**config.mk**
```make
export PLATFORM = sky130hd
export DESIGN_NAME = i8088_bus_frontend_flat
export DESIGN_NICKNAME = d
export VERILOG_FILES = /design/src/rtl/i8088_bus_pkg.sv /design/src/rtl/i8088_bus_frontend_if.sv /design/src/rtl/i8088_bus_frontend_sync2.sv /design/src/rtl/i8088_bus_frontend.sv /design/src/flat_wrapper.sv
export SDC_FILE = /design/constraint.sdc
export NUM_CORES = 1
export LEC_CHECK = 0
export ABC_CLOCK_PERIOD_IN_PS = 2800
export CAP_MARGIN = 0
export CORE_MARGIN = 8
export CORE_UTILIZATION = 30
export CTS_BUF_LIST = sky130_fd_sc_hd__clkbuf_4
export CTS_CLUSTER_DIAMETER = 60
export DETAILED_ROUTE_END_ITERATION = 6
export PLACE_DENSITY = 0.65
export SYNTH_ARGS = -nofsm -noshare
export SYNTH_HDL_FRONTEND = slang
export SYNTH_SLANG_ARGS = --single-unit
```
**constraint.sdc**
```tcl
create_clock -name AXI_CLK -period 2.8 [get_ports AXI_CLK]
set_clock_uncertainty 0.15 [all_clocks]
set_input_delay 0.56 -clock AXI_CLK [delete_from_list [all_inputs] [get_ports AXI_CLK]]
set_output_delay 0.56 -clock AXI_CLK [all_outputs]
set_load 0.05 [all_outputs]
```
**src/rtl/i8088_bus_pkg.sv**
```systemverilog
// Shared types and default AXI window bases for the 8088 bus frontend.
// Holds the FSM state enum and the default memory and I/O base addresses.
package i8088_bus_pkg;

    typedef enum logic [2:0] {
        IDLE,
        ADDR,
        ISSUE,
        ACK,
        DONE,
        HOLD
    } state_t;

    localparam logic [31:0] DEF_MEM_BASE = 32'h4000_0000;
    localparam logic [31:0] DEF_IO_BASE  = 32'h4010_0000;

endpackage

```
**src/rtl/i8088_bus_frontend_if.sv**
```systemverilog
// Bundles the 8088 pin-side and AXI-capture-side signals of the frontend.
// master: the frontend; slave: the CPU model / capture stage environment.
interface i8088_bus_frontend_if #(
    parameter int ADDR_WIDTH = 32
);
    // CPU side
    logic                  CPU_ALE;
    logic [7:0]            CPU_AD_IN;
    logic [11:0]           CPU_A_HI;
    logic                  CPU_IO_M;
    logic                  CPU_RD_N;
    logic                  CPU_WR_N;
    logic                  CPU_READY;
    logic [7:0]            CPU_D_OUT;
    logic                  CPU_D_OE;
    // capture stage side
    logic [ADDR_WIDTH-1:0] A;
    logic [3:0]            wstrb;
    logic [31:0]           D;
    logic                  rdaddr_fetch;
    logic                  wraddr_fetch;
    logic                  wrdata_fetch;
    logic                  axi_busy;
    logic [7:0]            read_data;

    modport master (
        input  CPU_ALE, CPU_AD_IN, CPU_A_HI, CPU_IO_M,
        input  CPU_RD_N, CPU_WR_N, axi_busy, read_data,
        output CPU_READY, CPU_D_OUT, CPU_D_OE,
        output A, wstrb, D,
        output rdaddr_fetch, wraddr_fetch, wrdata_fetch
    );

    modport slave (
        output CPU_ALE, CPU_AD_IN, CPU_A_HI, CPU_IO_M,
        output CPU_RD_N, CPU_WR_N, axi_busy, read_data,
        input  CPU_READY, CPU_D_OUT, CPU_D_OE,
        input  A, wstrb, D,
        input  rdaddr_fetch, wraddr_fetch, wrdata_fetch
    );
endinterface

```
**src/rtl/i8088_bus_frontend_sync2.sv**
```systemverilog
// Two-flop synchronizer for a group of asynchronous input bits.
// Ports: clk, rst (sync, active high, loads RST_VAL), d (async in), q (synced).
module sync2 #(
    parameter int              WIDTH   = 1,
    parameter logic [WIDTH-1:0] RST_VAL = '0
) (
    input  logic             clk,
    input  logic             rst,
    input  logic [WIDTH-1:0] d,
    output logic [WIDTH-1:0] q
);
    logic [WIDTH-1:0] meta;

    always_ff @(posedge clk) begin
        if (rst) begin
            meta <= RST_VAL;
            q    <= RST_VAL;
        end else begin
            meta <= d;
            q    <= meta;
        end
    end
endmodule

```
**src/rtl/i8088_bus_frontend.sv**
```systemverilog
// Bridges 8088 bus cycles to level fetch requests of an AXI capture stage.
// Ports: AXI_CLK, RESET (sync, active high), bus (i8088_bus_frontend_if.master).
module i8088_bus_frontend
    import i8088_bus_pkg::*;
#(
    parameter int          ADDR_WIDTH = 32,
    parameter logic [31:0] MEM_BASE   = DEF_MEM_BASE,
    parameter logic [31:0] IO_BASE    = DEF_IO_BASE
) (
    input  logic                  AXI_CLK,
    input  logic                  RESET,
    i8088_bus_frontend_if.master  bus
);
    logic        ale_s;
    logic [7:0]  ad_s;
    logic [11:0] a_hi_s;
    logic        io_s;
    logic        rd_s;
    logic        wr_s;

    sync2 #(.WIDTH(1), .RST_VAL(1'b0)) u_sync_ale (
        .clk(AXI_CLK), .rst(RESET), .d(bus.CPU_ALE), .q(ale_s)
    );
    sync2 #(.WIDTH(8), .RST_VAL(8'h00)) u_sync_ad (
        .clk(AXI_CLK), .rst(RESET), .d(bus.CPU_AD_IN), .q(ad_s)
    );
    sync2 #(.WIDTH(12), .RST_VAL(12'h000)) u_sync_ahi (
        .clk(AXI_CLK), .rst(RESET), .d(bus.CPU_A_HI), .q(a_hi_s)
    );
    sync2 #(.WIDTH(1), .RST_VAL(1'b0)) u_sync_io (
        .clk(AXI_CLK), .rst(RESET), .d(bus.CPU_IO_M), .q(io_s)
    );
    sync2 #(.WIDTH(2), .RST_VAL(2'b11)) u_sync_strb (
        .clk(AXI_CLK), .rst(RESET),
        .d({bus.CPU_WR_N, bus.CPU_RD_N}), .q({wr_s, rd_s})
    );

    state_t                state;
    logic                  ale_prev;
    logic [20:0]           addr_d;   // {a_hi, ad, io_m} one cycle old
    logic                  is_read;
    logic                  wr_pend;
    logic                  ready;
    logic                  d_oe;
    logic [7:0]            d_out;
    logic [ADDR_WIDTH-1:0] a_reg;
    logic [3:0]            wstrb_reg;
    logic [31:0]           d_reg;
    logic                  rd_f;
    logic                  wr_f;
    logic                  ale_fall;
    logic [31:0]           next_a;

    function automatic logic [31:0] map_addr(input logic [20:0] la);
        if (la[0])
            return IO_BASE + {16'h0000, la[16:1]};
        else
            return MEM_BASE + {12'h000, la[20:1]};
    endfunction

    // The address is taken from the cycle before the fall, since AD
    // may already carry data once ALE has dropped.
    assign ale_fall = ale_prev & ~ale_s;
    assign next_a   = map_addr(addr_d);

    always_ff @(posedge AXI_CLK) begin
        if (RESET) begin
            state     <= IDLE;
            ale_prev  <= 1'b0;
            addr_d    <= '0;
            is_read   <= 1'b0;
            wr_pend   <= 1'b0;
            ready     <= 1'b1;
            d_oe      <= 1'b0;
            d_out     <= 8'h00;
            a_reg     <= '0;
            wstrb_reg <= 4'h0;
            d_reg     <= 32'h0;
            rd_f      <= 1'b0;
            wr_f      <= 1'b0;
        end else begin
            ale_prev <= ale_s;
            addr_d   <= {a_hi_s, ad_s, io_s};
            unique case (state)
                IDLE: begin
                    if (ale_fall) begin
                        a_reg     <= next_a[ADDR_WIDTH-1:0];
                        wstrb_reg <= 4'b0001 << next_a[1:0];
                        wr_pend   <= 1'b0;
                        state     <= ADDR;
                    end
                end
                ADDR: begin
                    ready <= 1'b0;
                    if (ale_fall) begin
                        a_reg     <= next_a[ADDR_WIDTH-1:0];
                        wstrb_reg <= 4'b0001 << next_a[1:0];
                        wr_pend   <= 1'b0;
                    end else if (!rd_s) begin
                        is_read <= 1'b1;
                        state   <= ISSUE;
                    end else if (wr_pend) begin
                        d_reg   <= {4{ad_s}};
                        is_read <= 1'b0;
                        state   <= ISSUE;
                    end else if (!wr_s) begin
                        // let write data settle one more cycle
                        wr_pend <= 1'b1;
                    end
                end
                ISSUE: begin
                    if (!bus.axi_busy) begin
                        rd_f  <= is_read;
                        wr_f  <= ~is_read;
                        state <= ACK;
                    end
                end
                ACK: begin
                    if (bus.axi_busy) begin
                        rd_f  <= 1'b0;
                        wr_f  <= 1'b0;
                        state <= DONE;
                    end
                end
                DONE: begin
                    if (!bus.axi_busy) begin
                        if (is_read)
                            d_out <= bus.read_data;
                        ready <= 1'b1;
                        state <= HOLD;
                    end
                end
                HOLD: begin
                    d_oe <= is_read & ~rd_s;
                    if (rd_s && wr_s) begin
                        d_oe  <= 1'b0;
                        state <= IDLE;
                    end
                end
                default: state <= IDLE;
            endcase
        end
    end

    assign bus.CPU_READY    = ready;
    assign bus.CPU_D_OE     = d_oe;
    assign bus.CPU_D_OUT    = d_out;
    assign bus.A            = a_reg;
    assign bus.wstrb        = wstrb_reg;
    assign bus.D            = d_reg;
    assign bus.rdaddr_fetch = rd_f;
    assign bus.wraddr_fetch = wr_f;
    assign bus.wrdata_fetch = wr_f;
endmodule

```
**src/flat_wrapper.sv**
```systemverilog
// flat-port wrapper written by rule: the top's interface ports become plain ports
module i8088_bus_frontend_flat import i8088_bus_pkg::*;
#(
    parameter int          ADDR_WIDTH = 32,
    parameter logic [31:0] MEM_BASE   = DEF_MEM_BASE,
    parameter logic [31:0] IO_BASE    = DEF_IO_BASE
)
  (AXI_CLK, RESET, bus_CPU_ALE, bus_CPU_AD_IN, bus_CPU_A_HI, bus_CPU_IO_M, bus_CPU_RD_N, bus_CPU_WR_N, bus_axi_busy, bus_read_data, bus_CPU_READY, bus_CPU_D_OUT, bus_CPU_D_OE, bus_A, bus_wstrb, bus_D, bus_rdaddr_fetch, bus_wraddr_fetch, bus_wrdata_fetch);
  i8088_bus_frontend_if #(.ADDR_WIDTH(ADDR_WIDTH)) bus_i ();
  input  logic AXI_CLK;
  input  logic RESET;
  input wire logic [$bits(bus_i.CPU_ALE)-1:0] bus_CPU_ALE;
  input wire logic [$bits(bus_i.CPU_AD_IN)-1:0] bus_CPU_AD_IN;
  input wire logic [$bits(bus_i.CPU_A_HI)-1:0] bus_CPU_A_HI;
  input wire logic [$bits(bus_i.CPU_IO_M)-1:0] bus_CPU_IO_M;
  input wire logic [$bits(bus_i.CPU_RD_N)-1:0] bus_CPU_RD_N;
  input wire logic [$bits(bus_i.CPU_WR_N)-1:0] bus_CPU_WR_N;
  input wire logic [$bits(bus_i.axi_busy)-1:0] bus_axi_busy;
  input wire logic [$bits(bus_i.read_data)-1:0] bus_read_data;
  output wire logic [$bits(bus_i.CPU_READY)-1:0] bus_CPU_READY;
  output wire logic [$bits(bus_i.CPU_D_OUT)-1:0] bus_CPU_D_OUT;
  output wire logic [$bits(bus_i.CPU_D_OE)-1:0] bus_CPU_D_OE;
  output wire logic [$bits(bus_i.A)-1:0] bus_A;
  output wire logic [$bits(bus_i.wstrb)-1:0] bus_wstrb;
  output wire logic [$bits(bus_i.D)-1:0] bus_D;
  output wire logic [$bits(bus_i.rdaddr_fetch)-1:0] bus_rdaddr_fetch;
  output wire logic [$bits(bus_i.wraddr_fetch)-1:0] bus_wraddr_fetch;
  output wire logic [$bits(bus_i.wrdata_fetch)-1:0] bus_wrdata_fetch;
  assign bus_i.CPU_ALE = bus_CPU_ALE;
  assign bus_i.CPU_AD_IN = bus_CPU_AD_IN;
  assign bus_i.CPU_A_HI = bus_CPU_A_HI;
  assign bus_i.CPU_IO_M = bus_CPU_IO_M;
  assign bus_i.CPU_RD_N = bus_CPU_RD_N;
  assign bus_i.CPU_WR_N = bus_CPU_WR_N;
  assign bus_i.axi_busy = bus_axi_busy;
  assign bus_i.read_data = bus_read_data;
  assign bus_CPU_READY = bus_i.CPU_READY;
  assign bus_CPU_D_OUT = bus_i.CPU_D_OUT;
  assign bus_CPU_D_OE = bus_i.CPU_D_OE;
  assign bus_A = bus_i.A;
  assign bus_wstrb = bus_i.wstrb;
  assign bus_D = bus_i.D;
  assign bus_rdaddr_fetch = bus_i.rdaddr_fetch;
  assign bus_wraddr_fetch = bus_i.wraddr_fetch;
  assign bus_wrdata_fetch = bus_i.wrdata_fetch;
  i8088_bus_frontend #(.ADDR_WIDTH(ADDR_WIDTH), .MEM_BASE(MEM_BASE), .IO_BASE(IO_BASE)) u_core (.AXI_CLK(AXI_CLK), .RESET(RESET), .bus(bus_i));
endmodule
```
==> flow_metrics.py, run 1 <==
metrics = {
    "status": {
        "status": "finished clean",
    },
    "timing": {
        "slew_viol_final": 0,
        "hold_violations": 0,
        "rsz0062_at_grt": "false",
        "setup_viol": 0,
        "hold_slack_ns": 0.263,
        "worst_pin_slew_ns": 0.776,
        "finalCriticalPeriod_ns": 2.49,
        "fin_crit_sh_pct": 89.0,
        "final.setup.tns_ns": 0,
        "slew_headroom_pct": 48.2,
        "fmax_ghz": 0.401,
    },
    "worst_setup_path": {
        "worstPathArrival_ns": 1.78,
        "crit_path_end_kind": "output port",
        "path_class": "reg -> out",
        "worstPathBufferInverterCount": 1,
        "critPathMaxFanout": 5,
        "cp-start-kind": "flip-flop",
        "crit_slowest_cell": "clkdlybuf4s50_1",
        "path_cells": "clkdlybuf4s50_1",
        "max_stage_delay_ns": 0.85,
        "crit_required_ns": 2.09,
        "cp_top_family": "buffers and inverters",
    },
    "clock_network": {
        "clkTransAtPathRegs_ns": 0.11,
        "clock-sinks": 121,
        "cts_tree": "done",
        "clock_latency_ns": 0.50,
        "cts_resized": 0,
        "postCtsSetupRepairBufs": 0,
        "ctsHtreeMaxLevel": 4,
        "cts_buffers": 17,
        "holdBufCountCts": 0,
        "cts_buffer_depth": 2,
        "cts_root_buf": "clkbuf_4",
    },
    "cells_and_area": {
        "fin_nets": 544,
        "layout_commonest_cell": "dfxtp_1",
        "design_area_um2": 5570,
        "area_growth_pct": 31.2,
        "layout-drive-gt1-share_pct": 9.20,
        "largest_reg_flops": 22,
        "final_cell_mix": "dfxtp_1, clkdlybuf4s50_1, nor2b_1",
        "seq_area_um2": 2420,
        "multi_input_area_um2": 1450,
        "fillers": 1334,
    },
    "routing": {
        "postRouteAntennaNets": 0,
        "wl_mm": 9.22,
        "via_count": 3053,
        "drc_errors": 0,
        "drt_first_pass_iters": 4,
        "drtIter0Drc": 124,
        "routed_via_density": 4.34,
        "wire_per_inst_um": 13.1,
    },
    "power": {
        "clkPwrFrac_pct": 42.5,
        "p_sw_share_pct": 22.6,
        "power_density_nw_per_um2": 614,
        "power.net_switching_uw": 773,
        "internal_power_uw": 2650,
        "p_leak_uw": 0.00196,
        "comb_power_share_pct": 5.4,
        "ir_worst_vdd_uv": 283,
        "seq_power_share_pct": 52.1,
    },
    "floorplanning": {
        "core-area_um2": 13800,
        "die_y_um": 135,
        "row_count": 43,
        "initial_core_util_pct": 30.7,
        "die_w_um": 135,
        "ios": 116,
        "die_area_um2": 18200,
    },
    "synthesis": {
        "syn_inst": 436,
        "synth-edff-count": 0,
        "yosys_warnings": 0,
        "synth.distinct_cells": 39,
        "syn_area_um2": 4240,
        "synth.avg_cell_area_um2": 9.73,
        "synthFlopType": "dfxtp_1",
        "yosysSeqAreaShare_pct": 57.1,
        "ys_async_sr_fraction_pct": 0,
        "ys_seq_elements": 121,
    },
    "placement": {
        "globalplace.congestion": 0.716,
        "numPortBuffers": 105,
        "dp_hpwl_mm": 6.55,
        "place_area_um2": 5220,
    },
    "global_route": {
        "grt.met1_usage_pct": 11.5,
        "grt_pass1_vias": 3030,
        "grt_max_degree": 48,
        "gr-usage-all-layers_pct": 10.2,
        "grt_use_met3_pct": 4.27,
        "busiest_layer": "met2",
        "grtUsageMet2_pct": 16.4,
        "antenna_found_initial": 1,
        "grt_pass1_wl_mm": 14.7,
        "gr-total-overflow": 0,
    },
    "flow_run": {
        "cap_violations": 0,
    },
    "worst_hold_path": {
        "hp-class": "reg -> reg",
    },
}
## metal layers
metal	wire, um	part of all wire (%)	vias up
met2	4400	48	100
met1	4020	44	1390
met4	106	1.1	0
met5	0	0	-
met3	694	7.5	12
li1	-	-	1551
## per-stage QoR
stage	cells	worst slack [ns]	power, uW	utilization, %
6_report	703	0.307	3420	40.3
5_1_grt	703	0.194	3580	40.3
4_1_cts	702	0.230	3480	40.3
3_5_place_dp	670	0.466	2010	37.7
3_3_place_gp	670	0.572	2000	37.7
2_1_floorplan	445	0.998	1940	-
## worst paths after layout
| kind | start | to | slack, ns | cells past startpoint |
|---|---|---|---|---|
| max | u_core.bus.D[30] | bus_D[14] | 0.31 | 1 |
| min | u_core.u_sync_strb.meta[0] | u_core.u_sync_strb.q[0] | 0.26 | 1 |
| max reg2reg | u_core.state[2] | u_core.bus.wstrb[0] | 0.80 | 3 |
| min reg2reg | u_core.u_sync_strb.meta[0] | u_core.u_sync_strb.q[0] | 0.26 | 1 |
## power groups by stage
stage / combinational, uW / clock (uW) / sequential (uW)
3_5_place_dp: 184 / 0 / 1820
6_report: 184 / 1460 / 1780
4_1_cts: 185 / 1510 / 1780
2_1_floorplan: 117 / 0 / 1820
5_1_grt: 199 / 1590 / 1790
3_3_place_gp: 182 / 0 / 1820
## area by class of cell
type / count / area share [%]
flip-flops and latches: 121 / 43.5
multi-input cells: 253 / 26.0
inverters: 6 / 0.404
clock buffers: 17 / 2.29
diodes: 1 / 0.0449
well taps: 180 / 4.04
clock inverters: 15 / 4.02
repair buffers: 110 / 19.7
## cell families after synthesis
logic type	after synthesis	share of synthesized area, %
buf+inv	71	9.85
simple gates	166	22.3
compound gates	77	10.7
other cells	1	0.0884
flops	121	57.1
## cell usage after synthesis, types with 2 or more instances
master / n / area [um^2]
dfxtp_1: 121 / 2420
nor2b_1: 70 / 438
nand2_1: 45 / 169
a21oi_1: 43 / 215
buf_4: 35 / 263
clkbuf_1: 23 / 86.3
o21ai_0: 12 / 60.1
nand3_1: 11 / 55.1
o31ai_1: 9 / 67.6
nand4_1: 8 / 50.1
nand3b_1: 7 / 52.6
inv_1: 6 / 22.5
nor2_1: 5 / 18.8
buf_2: 4 / 20.0
or2_2: 4 / 25.0
nand2b_1: 3 / 18.8
or3_1: 3 / 18.8
a22o_1: 2 / 17.5
a32o_1: 2 / 20.0
buf_6: 2 / 22.5
nor3_1: 2 / 10.0
nor4b_2: 2 / 30.0
No activity file was read; power rests on OpenSTA's default activity.
==> inputs of run 2 (changes only) <==
- SKIP_LAST_GASP: not set -> 1
==> results of run 2 <==
No change in the layout: final DEF, timing and power equal those of run 1.
==> inputs of run 3 (changes only) <==
- CORE_MARGIN: 8 -> 2
- SYNTH_HIERARCHICAL: not set -> 1
==> flow_metrics.py, run 3 <==
metrics = {
    "status": {
        "status": "finished clean",
    },
    "cells_and_area": {
        "largest_reg_flops": 22,
        "fillers": 1402,
        "final_cell_mix": "dfxtp_1, clkdlybuf4s50_1, nand2_1, nor2b_1, a21oi_1",
        "layout_commonest_cell": "dfxtp_1",
        "fin_util_pct": 39.7,
        "layout-drive-gt1-share_pct": 14.0,
        "final_cell_count_no_fill": 688,
        "area_growth_pct": 28.9,
        "fin_nets": 530,
    },
    "worst_setup_path": {
        "crit_slowest_cell": "clkdlybuf4s50_1",
        "critPathMaxFanout": 5,
        "crit_start": "u_core/bus.D[30]",
        "cp_top_family": "buffers and inverters",
        "path_class": "reg -> out",
        "crit_path_end_kind": "output port",
        "r2r_start": "u_core/state[2]",
        "path_cells": "clkdlybuf4s50_1",
        "cp-start-kind": "flip-flop",
        "max_stage_delay_ns": 0.85,
        "worstPathArrival_ns": 1.78,
        "crit_required_ns": 2.09,
        "worstPathBufferInverterCount": 1,
    },
    "synthesis": {
        "ys_async_sr_fraction_pct": 0,
        "synthFlopType": "dfxtp_1",
        "synth.avg_cell_area_um2": 10.4,
        "synth-edff-count": 0,
        "yosysSeqAreaShare_pct": 56.5,
        "synth_commonest_cells": "dfxtp_1, nand2_1, nor2b_1",
        "yosys-top-cells-area": "dfxtp_1, nor2b_1, buf_4",
        "syn_inst": 413,
        "ys_seq_elements": 121,
        "synth_area_leader_cell": "dfxtp_1",
        "yosys_warnings": 6,
        "synth_top_area_share_pct": 56.5,
        "syn_area_um2": 4290,
        "synth.most_common_cell": "dfxtp_1",
        "synth.distinct_cells": 38,
    },
    "timing": {
        "slew_viol_final": 0,
        "setup_viol": 0,
        "hold_violations": 0,
        "finalCriticalPeriod_ns": 2.49,
        "setup_ws_ns": 0.311,
        "hold_slack_ns": 0.256,
        "worst_pin_slew_ns": 0.561,
        "rsz0062_at_grt": "false",
        "slew_headroom_pct": 62.5,
        "fin_crit_sh_pct": 88.9,
        "final.setup.tns_ns": 0,
        "fmax_ghz": 0.402,
    },
    "clock_network": {
        "cts_tree": "done",
        "cts_buffer_depth": 2,
        "holdBufCountCts": 0,
        "clock_latency_ns": 0.51,
        "clkTransAtPathRegs_ns": 0.10,
        "ctsHtreeMaxLevel": 4,
        "clock-sinks": 121,
        "cts_root_buf": "clkbuf_4",
        "postCtsSetupRepairBufs": 0,
        "cts_resized": 0,
        "cts_buffers": 17,
    },
    "floorplanning": {
        "die_area_um2": 15300,
        "die_y_um": 124,
        "initial_core_util_pct": 30.8,
        "row_count": 43,
        "ios": 116,
        "core-area_um2": 13900,
        "die_w_um": 124,
    },
    "placement": {
        "dp_cells": 656,
        "dp_hpwl_mm": 5.43,
        "numPortBuffers": 105,
        "globalplace.congestion": 0.810,
        "dp_slack_ns": 0.753,
    },
    "power": {
        "p_leak_uw": 0.00202,
        "power_density_nw_per_um2": 552,
        "ir_worst_vdd_uv": 306,
    },
    "worst_hold_path": {
        "hp-class": "reg -> reg",
        "worstHoldStart": "u_core/u_sync_strb/meta[1]",
    },
    "global_route": {
        "gr-usage-all-layers_pct": 11.3,
        "grt_pass1_vias": 2643,
        "grt_max_degree": 52,
        "gr-total-overflow": 0,
        "grt_pass1_wl_mm": 12.7,
        "antenna_found_initial": 1,
    },
    "routing": {
        "routed_via_density": 4.13,
        "postRouteAntennaNets": 0,
        "wl_mm": 7.99,
        "drc_errors": 0,
        "wire_per_inst_um": 11.6,
        "drtIter0Drc": 191,
        "drt_first_pass_iters": 4,
        "via_count": 2842,
    },
    "flow_run": {
        "cap_violations": 0,
    },
}
run 3: through the flow:
stage,area [um^2],total power (uW)
floorplan,4320,1950
global placement,5290,2010
detailed placement,5290,2010
CTS,5530,3100
global route,5530,3220
finish,5530,3050
run 3: cell type report:
class	instances	area [um^2]	area share [%]
diodes	1	2.50	0.0452
clock buffers	17	128	2.31
clock inverters	14	114	2.06
inverters	2	7.51	0.136
multi-input cells	242	1530	27.6
flip-flops and latches	121	2420	43.8
well taps	180	225	4.07
repair buffers	111	1110	20.0
run 3: path summary, 6_finish.rpt:
path	end	slack, ns	depth (start not counted)
setup / recovery	bus_D[14]	0.31	1
hold reg to reg	u_core/u_sync_strb/q[1]	0.26	1
setup reg to reg	u_core/bus.wstrb[0]	0.78	3
hold / removal	u_core/u_sync_strb/q[1]	0.26	1
run 3: where the power goes:
part / internal, uW / switching, uW / leakage [uW] / total [uW]
sequential: 1760 / 15.5 / 0.000987 / 1780
clock: 498 / 586 / 0.000142 / 1080
combinational: 90.2 / 98.8 / 0.000886 / 189
total: 2350 / 700 / 0.00202 / 3050
run 3: cell families (layout without fill, tap and decap cells):
logic type	Yosys count	in the layout	share of synthesized area [%]
compound gates	41	41	5.48
other cells	1	11	0.0874
flops	121	121	56.5
buf+inv	59	144	8.92
mux	16	16	3.97
simple gates	175	175	25.1
run 3: routing by layer:
metal  global-route usage, %  part of all wire, %  up-vias
met5                       0                    0        -
met4                    5.75                  2.0        0
met3                    4.72                  6.2       11
met2                    17.5                   47       88
met1                    13.3                   45     1287
li1                        -                    -     1456
